**src/rtl/user_clock_ctrl.sv**
```systemverilog
// User clock sequencer: generates the slow student clock from CLOCK_50 with free-run, pause,
// N-step bursts and an LED-pattern breakpoint, all driven by a valid/ready command port.
module user_clock_ctrl #(
   parameter int DIVIDE_BY = 25000000,
   parameter bit RESET_RUN = 1'b1
) (
   input  logic        clk,
   input  logic        reset,
   input  logic        cmd_valid,
   output logic        cmd_ready,
   input  logic [1:0]  cmd_op,
   input  logic [15:0] cmd_arg,
   input  logic [7:0]  led,
   output logic        clk_div,
   output logic        tick,
   output logic        running,
   output logic        bp_hit,
   output logic [31:0] cycle_count
);

   localparam int CW = (DIVIDE_BY > 2) ? $clog2(DIVIDE_BY) : 1;
   localparam logic [CW-1:0] CNT_TOP = CW'(DIVIDE_BY - 1);
   localparam logic [CW-1:0] CNT_MID = CW'(DIVIDE_BY / 2 - 1);

   localparam logic [1:0] OP_PAUSE = 2'd0;
   localparam logic [1:0] OP_RUN   = 2'd1;
   localparam logic [1:0] OP_STEP  = 2'd2;
   localparam logic [1:0] OP_SETBP = 2'd3;

   typedef enum logic [1:0] {
      ST_PAUSED = 2'd0,
      ST_RUN    = 2'd1,
      ST_STEP   = 2'd2,
      ST_BREAK  = 2'd3
   } state_t;

   generate
      if (DIVIDE_BY < 2) begin : g_badDivide
         $error("user_clock_ctrl: DIVIDE_BY must be at least 2");
      end
   endgenerate

   state_t        r_state;
   state_t        w_nextState;
   logic [CW-1:0] r_cnt;
   logic          r_clkDiv;
   logic          r_tick;
   logic [31:0]   r_cycleCount;
   logic [15:0]   r_stepLeft;
   logic          r_bpEn;
   logic [7:0]    r_bpPat;
   logic          r_skipBp;

   logic w_active;
   logic w_atTop;
   logic w_atMid;
   logic w_accept;
   logic w_acceptPause;
   logic w_acceptRun;
   logic w_acceptStep;
   logic w_acceptSetBp;
   logic w_stateCmd;
   logic w_bpFire;
   logic w_edge;
   logic w_stepDone;

   assign w_active      = (r_state == ST_RUN) || (r_state == ST_STEP);
   assign w_atTop       = (r_cnt == CNT_TOP);
   assign w_atMid       = (r_cnt == CNT_MID);
   assign w_accept      = cmd_valid && cmd_ready;
   assign w_acceptPause = w_accept && (cmd_op == OP_PAUSE);
   assign w_acceptRun   = w_accept && (cmd_op == OP_RUN);
   assign w_acceptStep  = w_accept && (cmd_op == OP_STEP);
   assign w_acceptSetBp = w_accept && (cmd_op == OP_SETBP);
   assign w_stateCmd    = w_acceptPause || w_acceptRun || w_acceptStep;

   // A state-changing command at the top of the period overrides the breakpoint; the
   // first edge after leaving PAUSED/BREAK ignores it so the user can step off a match.
   assign w_bpFire   = w_atTop && w_active && r_bpEn && (led == r_bpPat) && !r_skipBp && !w_stateCmd;
   assign w_edge     = w_atTop && w_active && !w_acceptPause && !w_bpFire;
   assign w_stepDone = w_edge && (r_state == ST_STEP) && (r_stepLeft == 16'd1);

   always_ff @(posedge clk) begin
      if (reset) begin
         r_state <= RESET_RUN ? ST_RUN : ST_PAUSED;
      end else begin
         r_state <= w_nextState;
      end
   end

   always_comb begin
      w_nextState = r_state;
      if (w_acceptPause) begin
         w_nextState = ST_PAUSED;
      end else if (w_acceptRun) begin
         w_nextState = ST_RUN;
      end else if (w_acceptStep) begin
         w_nextState = ST_STEP;
      end else if (w_bpFire) begin
         w_nextState = ST_BREAK;
      end else if (w_stepDone) begin
         w_nextState = ST_PAUSED;
      end
   end

   always_comb begin
      cmd_ready = (r_state != ST_STEP) || (cmd_op == OP_PAUSE);
      running   = w_active;
      bp_hit    = (r_state == ST_BREAK);
   end

   // Prescaler keeps running while clk_div is high so that a pause never cuts a high phase short.
   always_ff @(posedge clk) begin
      if (reset) begin
         r_cnt        <= '0;
         r_clkDiv     <= 1'b0;
         r_tick       <= 1'b0;
         r_cycleCount <= 32'd0;
         r_stepLeft   <= 16'd0;
         r_bpEn       <= 1'b0;
         r_bpPat      <= 8'd0;
         r_skipBp     <= 1'b0;
      end else begin
         if (w_bpFire) begin
            r_cnt <= '0;
         end else if (w_active || r_clkDiv) begin
            r_cnt <= w_atTop ? '0 : r_cnt + 1'b1;
         end else begin
            r_cnt <= '0;
         end

         if (w_edge) begin
            r_clkDiv <= 1'b1;
         end else if (w_atMid) begin
            r_clkDiv <= 1'b0;
         end

         r_tick <= w_edge;

         if (w_edge) begin
            r_cycleCount <= r_cycleCount + 32'd1;
         end

         if (w_acceptPause) begin
            r_stepLeft <= 16'd0;
         end else if (w_acceptStep) begin
            r_stepLeft <= (cmd_arg == 16'd0) ? 16'd1 : cmd_arg;
         end else if (w_edge && (r_state == ST_STEP)) begin
            r_stepLeft <= r_stepLeft - 16'd1;
         end

         if (w_acceptSetBp) begin
            r_bpEn  <= cmd_arg[8];
            r_bpPat <= cmd_arg[7:0];
         end

         if ((w_acceptRun || w_acceptStep) && !w_active) begin
            r_skipBp <= 1'b1;
         end else if (w_edge) begin
            r_skipBp <= 1'b0;
         end
      end
   end

   assign clk_div     = r_clkDiv;
   assign tick        = r_tick;
   assign cycle_count = r_cycleCount;

endmodule
```
**config.mk**
```make
export PLATFORM = sky130hd
export DESIGN_NAME = user_clock_ctrl
export DESIGN_NICKNAME = d
export VERILOG_FILES = /design/src/rtl/user_clock_ctrl.sv
export SDC_FILE = /design/constraint.sdc
export NUM_CORES = 1
export LEC_CHECK = 0
export CAP_MARGIN = 5
export CORE_MARGIN = 2
export CORE_UTILIZATION = 43
export CTS_BUF_LIST = sky130_fd_sc_hd__clkbuf_16
export DETAILED_ROUTE_END_ITERATION = 12
export GPL_TIMING_DRIVEN = 1
export PLACE_DENSITY = 0.63
export SLEW_MARGIN = 10
export SYNTH_ARGS = -nofsm -noshare
export SYNTH_HDL_FRONTEND = slang
export SYNTH_SLANG_ARGS = --single-unit
```
**constraint.sdc**
```tcl
create_clock -name clk -period 2.95 [get_ports clk]
set_clock_uncertainty 0.05 [all_clocks]
set_input_delay 0.59 -clock clk [delete_from_list [all_inputs] [get_ports clk]]
set_output_delay 0.59 -clock clk [all_outputs]
set_load 0.02 [all_outputs]
```
---- After elaboration in Yosys (flattened, before gate mapping) ----
Cells that the tools add are included.
word-level totals
  bits in registers ....................... 87
  latch bits .............................. 0
  memory bits (writable) .................. 0
  bits in read-only memories .............. 0
  input bits .............................. 29
  output and inout port bits .............. 37
  word-level logic and storage cells ...... 73
  memories kept ........................... 0
operators by class
  $add $sub $neg .......................... 3
  $mul .................................... 0
  div/mod/pow operators ................... 0
  order comparisons ....................... 0
  equality and inequality tests ........... 11
  shifts and indexed selects .............. 0
  muxes and demuxes ....................... 12
  bitwise logic cells ..................... 1
  reductions and logical operators ........ 36
operator list
  operator                                                              count
  16-bit 2-to-1 mux                                                     3
  32-bit by 1-bit adder with 32-bit output, second input constant       1
  25-bit by 1-bit adder with 25-bit output, second input constant       1
  25-bit by 24-bit == test with 1-bit output, second input constant     1
  25-bit == test, second input constant                                 1
  16-bit by 1-bit == test with 1-bit output, second input constant      1
  16-bit logical NOT                                                    1
  16-bit by 1-bit subtractor with 16-bit output, second input constant  1
  1-bit logical AND                                                     15
  2-bit == test, second input constant                                  4
  8-bit == test                                                         1
  1-bit logical OR                                                      6
  1-bit 2-to-1 mux                                                      6
  2-bit 2-to-1 mux                                                      3
  2-bit nonzero test                                                    3
  1-bit logical NOT                                                     5
  5-bit nonzero test                                                    1
  2-bit by 1-bit == test with 1-bit output, second input constant       2
  4-bit OR reduction                                                    1
  3-bit nonzero test                                                    1
  3-bit OR reduction                                                    1
  2-bit logical NOT                                                     1
  2-bit != test, second input constant                                  1
  2-bit OR reduction                                                    1
  1-bit inverter                                                        1

---- Longest topological paths before layout ----
  word-level depth ........................ 17
  mapped depth ............................ 11
  gate-level depth less buffers ........... 8

---- Worst setup path before layout ----
No wires, ideal clock.
  kind .................................... in2reg
  start point ............................. input port cmd_op[1]
  end point ............................... register r_stepLeft[6]
  setup time .............................. 135 ps
  arrival ................................. 2,473 ps
  required time ........................... 2,765 ps
  slack ................................... 292 ps
  stages .................................. 10
  path buffers ............................ 4
  cell sequence ........................... clkbuf_1 > nor4bb_1 > buf_1 > nor2_1 > and4_1 > buf_6 > a211o_1 > clkbuf_1 > o41ai_1 > a221oi_1
between the ends
  cells in the longest elaborated chain, start to end .. 12
  elaborated cells between the ends (all ways) .. 20
  classes of those cells .................. 2 x eq/ne; 1 x mux; 17 x reduce/logical
ends and longest elaborated chain
  element                               line     RTL
  from (decl)                           11       input logic [1:0] cmd_op,
  2-bit logical NOT                     71, 107
  1-bit logical OR                      107      cmd_ready = (r_state != ST_STEP) || (cmd_op == OP_PAUSE);
  1-bit logical AND                     70       assign w_accept = cmd_valid && cmd_ready;
  1-bit logical AND (on tied branches)  71, 72
  1-bit logical OR (2 in a row)         75       assign w_stateCmd = w_acceptPause || w_acceptRun || w_acceptStep;
  1-bit logical NOT                     79       assign w_bpFire = w_atTop && w_active && r_bpEn && (led == r_bpPat) && !r_skipBp && !w_stateCmd;
  1-bit logical AND                     79
  1-bit logical NOT                     80       assign w_edge = w_atTop && w_active && !w_acceptPause && !w_bpFire;
  1-bit logical AND                     80
  1-bit logical AND                     148      end else if (w_edge && (r_state == ST_STEP)) begin
  2-bit nonzero test (no source line)   n/a
  to (signal assigned)                  147      r_stepLeft <= (cmd_arg == 16'd0) ? 16'd1 : cmd_arg;
  to (signal assigned)                  149      r_stepLeft <= r_stepLeft - 16'd1;
  to (decl)                             49       logic [15:0] r_stepLeft;
Several ways; a longest one is shown, not always the timed one.
A chain may end at the register's enable or synchronous reset.

---- Worst setup path after layout ----
  start point ............................. input port cmd_op[0]
  end point ............................... output port cmd_ready
between the ends
  cells in the longest elaborated chain, start to end .. 2
ends and longest elaborated chain
  element            line  RTL
  2-bit logical NOT  107
  1-bit logical OR   107
  to (decl)          10    output logic cmd_ready,
No other way between the ends.

==> results.toml <==
[global_route]
grt_pass1_vias = 3982
grt_first_pass_wirelength_um = 18800
antenna_found_initial = 0
groute.usage.overall_pct = 20.4
grt-ovfl-total = 0
grt_max_degree = 45

[final_layout]
drive_gt1_share_pct = 9.76
final_net_count = 655
final_core_utilization_pct = 57.1
fillCellCount = 908
final_design_area_no_fill_um2 = 5630
syn2layout_area_growth_pct = 27.8
most-common-layout-cells = "dfxtp_1 (87), clkdlybuf4s50_1 (65), nand2_1 (51)"
layout.cells.most_common = "dfxtp_1"
insertedDiodeCount = 0

[setup_path]
reg2reg_end = "r_stepLeft[6]"
critPathRequiredTime_ns = 2.31
signal_arrival_time_at_the_worst_endpoint_ns = 2.13
r2r_setup_slack_ns = 0.40
timing_worst_setup_path_type = "in -> out"
critical_path.endpoint_type = "output pin"
crit_path_start_kind = "input port"
critical_path.endpoint = "cmd_ready"
crit_path_cell_trace = "clkdlybuf4s50_1 -> buf_4 -> o21ai_0 -> clkdlybuf4s50_1"
critical_path.slowest_cell = "clkdlybuf4s50_1"
crit_start = "cmd_op[0]"
reg2reg_depth = 8
critical_path.reg2reg.startpoint = "r_state[0]"
worst-path-max-fanout = 8
critical_path.most_common_cell = "clkdlybuf4s50_1"
max_stage_delay_ns = 0.66

[synthesis]
syn-mean-instance-area_um2 = 8.19
yosys.area_share.adder_pct = 1.70
ys.warnings.count = 0
synthesis.instances = 538
proportion_of_synthesized_area_in_mux_cells_pct = 0.227
post-synth-top-area-cell = "dfxtp_1"
flops_latches_synth = 87
synth_top_flop_cell = "dfxtp_1"
synth.top_cells.by_area = "dfxtp_1 (40%), a21oi_1 (5.3%), xor2_1 (5.2%), nand2_1 (4.3%), nor2_1 (4.1%)"
post_synth_xor_area_fraction_pct = 7.95
synth_top_family_by_area = "simple AND/OR/NAND/NOR gates"
synth-edff-count = 0
compound_gate_fraction_of_synth_area_pct = 19.0
synth.top_cell.area_share_pct = 39.5
synth.cell_area_um2 = 4410
postSynth.asyncResetShare_pct = 0
synth_cell_types = 55
share_of_the_yosys_chip_area_belonging_to_registers_pct = 39.5
mappedNetlistNets = 573
post_synth_and_or_nand_nor_area_fraction_pct = 27.9

[sta]
finalCritPeriodShare_pct = 94.0
timing.slew.headroom_pct = 45.7
setup_total_negative_slack_ns = 0
final_period_minus_worst_setup_slack_ns = 2.77
timing_worst_slew_pin_value_ns = 0.807
grt_setup_unrepaired = "no"
maxSlewViolCount = 0
fmax_ghz = 0.361
finalSetupViolCount = 0
final-hold-violation-count = 0

[placed_design]
place.gp.congestion = 0.811
portBuffers = 65
placed_area_um2 = 5360
dp_hpwl_um = 8250

[hold_path]
worst_hold_path_type = "reg -> reg"

[cts]
ctsHtreeMaxLevel = 3
clock_latency_ns = 0.33
clock_path_buffers = 2
ctsHoldBuffers = 0
tritoncts.num_buffers = 9
tritoncts_clock_tree = "yes"
clk_pin_slew_ns = 0.06
cts.root.buffer_cell = "clkbuf_16"
cts.sinks = 87

[run]
drv.max_cap_violation_count = 0

[drt]
drt_drc_violations_left = 0
vias = 4256
route.detailed.vias_per_inst = 5.61
drtAntennaViolNets = 0
totalWireLength_um = 11200
drt-initial-drc-count = 182
drt_first_pass_iters = 4
wl_per_cell_um = 14.8

[power_and_ir_drop]
max-vdd-ir-drop_v = 0.000283
power_per_cell_area_nw_per_um2 = 446
total_leakage_power_nw = 1.84

[die]
floorplan.io_pins = 66
row_count = 36
design.die.area_um2 = 11100
initial_utilization_pct = 44.7
die_boundary_height_um = 105
placeableCoreArea_um2 = 9860
die-width_um = 105

[outcome]
run_status = "finished, final reports clean"
-- cells in the mapped netlist (3+ instances only) --
| cell type | count |
|---|---|
| dfxtp_1 | 87 |
| nand2_1 | 51 |
| nor2_1 | 48 |
| a21oi_1 | 47 |
| o21ai_0 | 28 |
| xor2_1 | 26 |
| nand3_1 | 25 |
| clkbuf_1 | 19 |
| inv_1 | 18 |
| nand4_1 | 18 |
| or3_1 | 18 |
| nor3_1 | 16 |
| xnor2_1 | 14 |
| o31ai_1 | 13 |
| nor4_1 | 11 |
| or4_1 | 10 |
| o2111ai_1 | 8 |
| and4_1 | 7 |
| a31oi_1 | 6 |
| ha_1 | 6 |
| and3_1 | 5 |
| o211ai_1 | 5 |
| a2111oi_0 | 3 |
| a211oi_1 | 3 |
| nor2b_1 | 3 |
| o22ai_1 | 3 |
-- registers in the layout, summed over array words and instances (netlist names) --
name	count
r_skipBp	1
tick	1
r_state	2
clk_div	1
r_cnt	25
r_bpPat	8
r_bpEn	1
cycle_count	32
r_stepLeft	16
-- power by group --
part | switching (mW) | leakage, nW | internal (mW) | total, mW
Clock | 0.485 | 0.125 | 0.571 | 1.06
Combinational | 0.133 | 1.01 | 0.113 | 0.246
Sequential | 0.0174 | 0.703 | 1.19 | 1.21
Total | 0.636 | 1.84 | 1.88 | 2.51
-- layer usage --
metal / vias to the layer above / GRT usage, % / wire [um]
met2: 94 / 34.4 / 5310
met4: 0 / 4.00 / 67
met1: 2009 / 26.9 / 5340
met5: - / 0 / 0
li1: 2147 / - / -
met3: 6 / 4.21 / 472
-- timing repair --
item | in CTS | in global routing
setup endpoints to repair | 0 | 1
setup buffers | 0 | 0
resized for setup | 0 | 1
-- kinds of logic (layout without fill, tap and decap cells) --
family / Yosys count / after routing
AOI/OAI and AO/OA: 131 / 131
xor gates and xnor gates: 40 / 40
adders and majority gates: 6 / 6
buffers and inverters: 41 / 128
DFF: 87 / 87
muxes: 1 / 1
and+or+nand+nor: 232 / 232
-- final cells by class --
type / instances / area (um2) / share of cell area, %
multi-input combinational: 410 / 2510 / 44.6
sequential: 87 / 1740 / 30.9
timing repair buffer: 94 / 868 / 15.4
clock buffer: 9 / 225 / 4.00
tap: 133 / 166 / 2.95
inverter: 18 / 67.6 / 1.20
clock inverter: 7 / 48.8 / 0.866
-- metrics by stage --
step	total power [mW]	worst slack (ns)	hold slack, ns	std cells
global route	2.61	0.118	0.417	758
global placement	1.48	-0.0329	0.390	742
detailed placement	1.48	-0.102	0.392	742
CTS	2.54	0.164	0.400	758
finish	2.51	0.176	0.402	758
floorplan	1.38	0.292	0.380	538
-- worst min-delay path by stage --
stage	start	to	slack, ns	depth (start not counted)
finish	r_bpEn	r_bpEn	0.40	2
global route	r_bpEn	r_bpEn	0.42	2
CTS	r_bpEn	r_bpEn	0.40	2
detailed placement	r_bpEn	r_bpEn	0.39	2
global placement	r_bpEn	r_bpEn	0.39	2
floorplan	r_cnt[0]	r_cnt[0]	0.38	1
-- worst max-delay path: cells and delay by family --
kind            cells  cell delay (ns)
buf+inv             3             1.30
compound gates      1             0.24
Power figures use the tool's default switching activity.
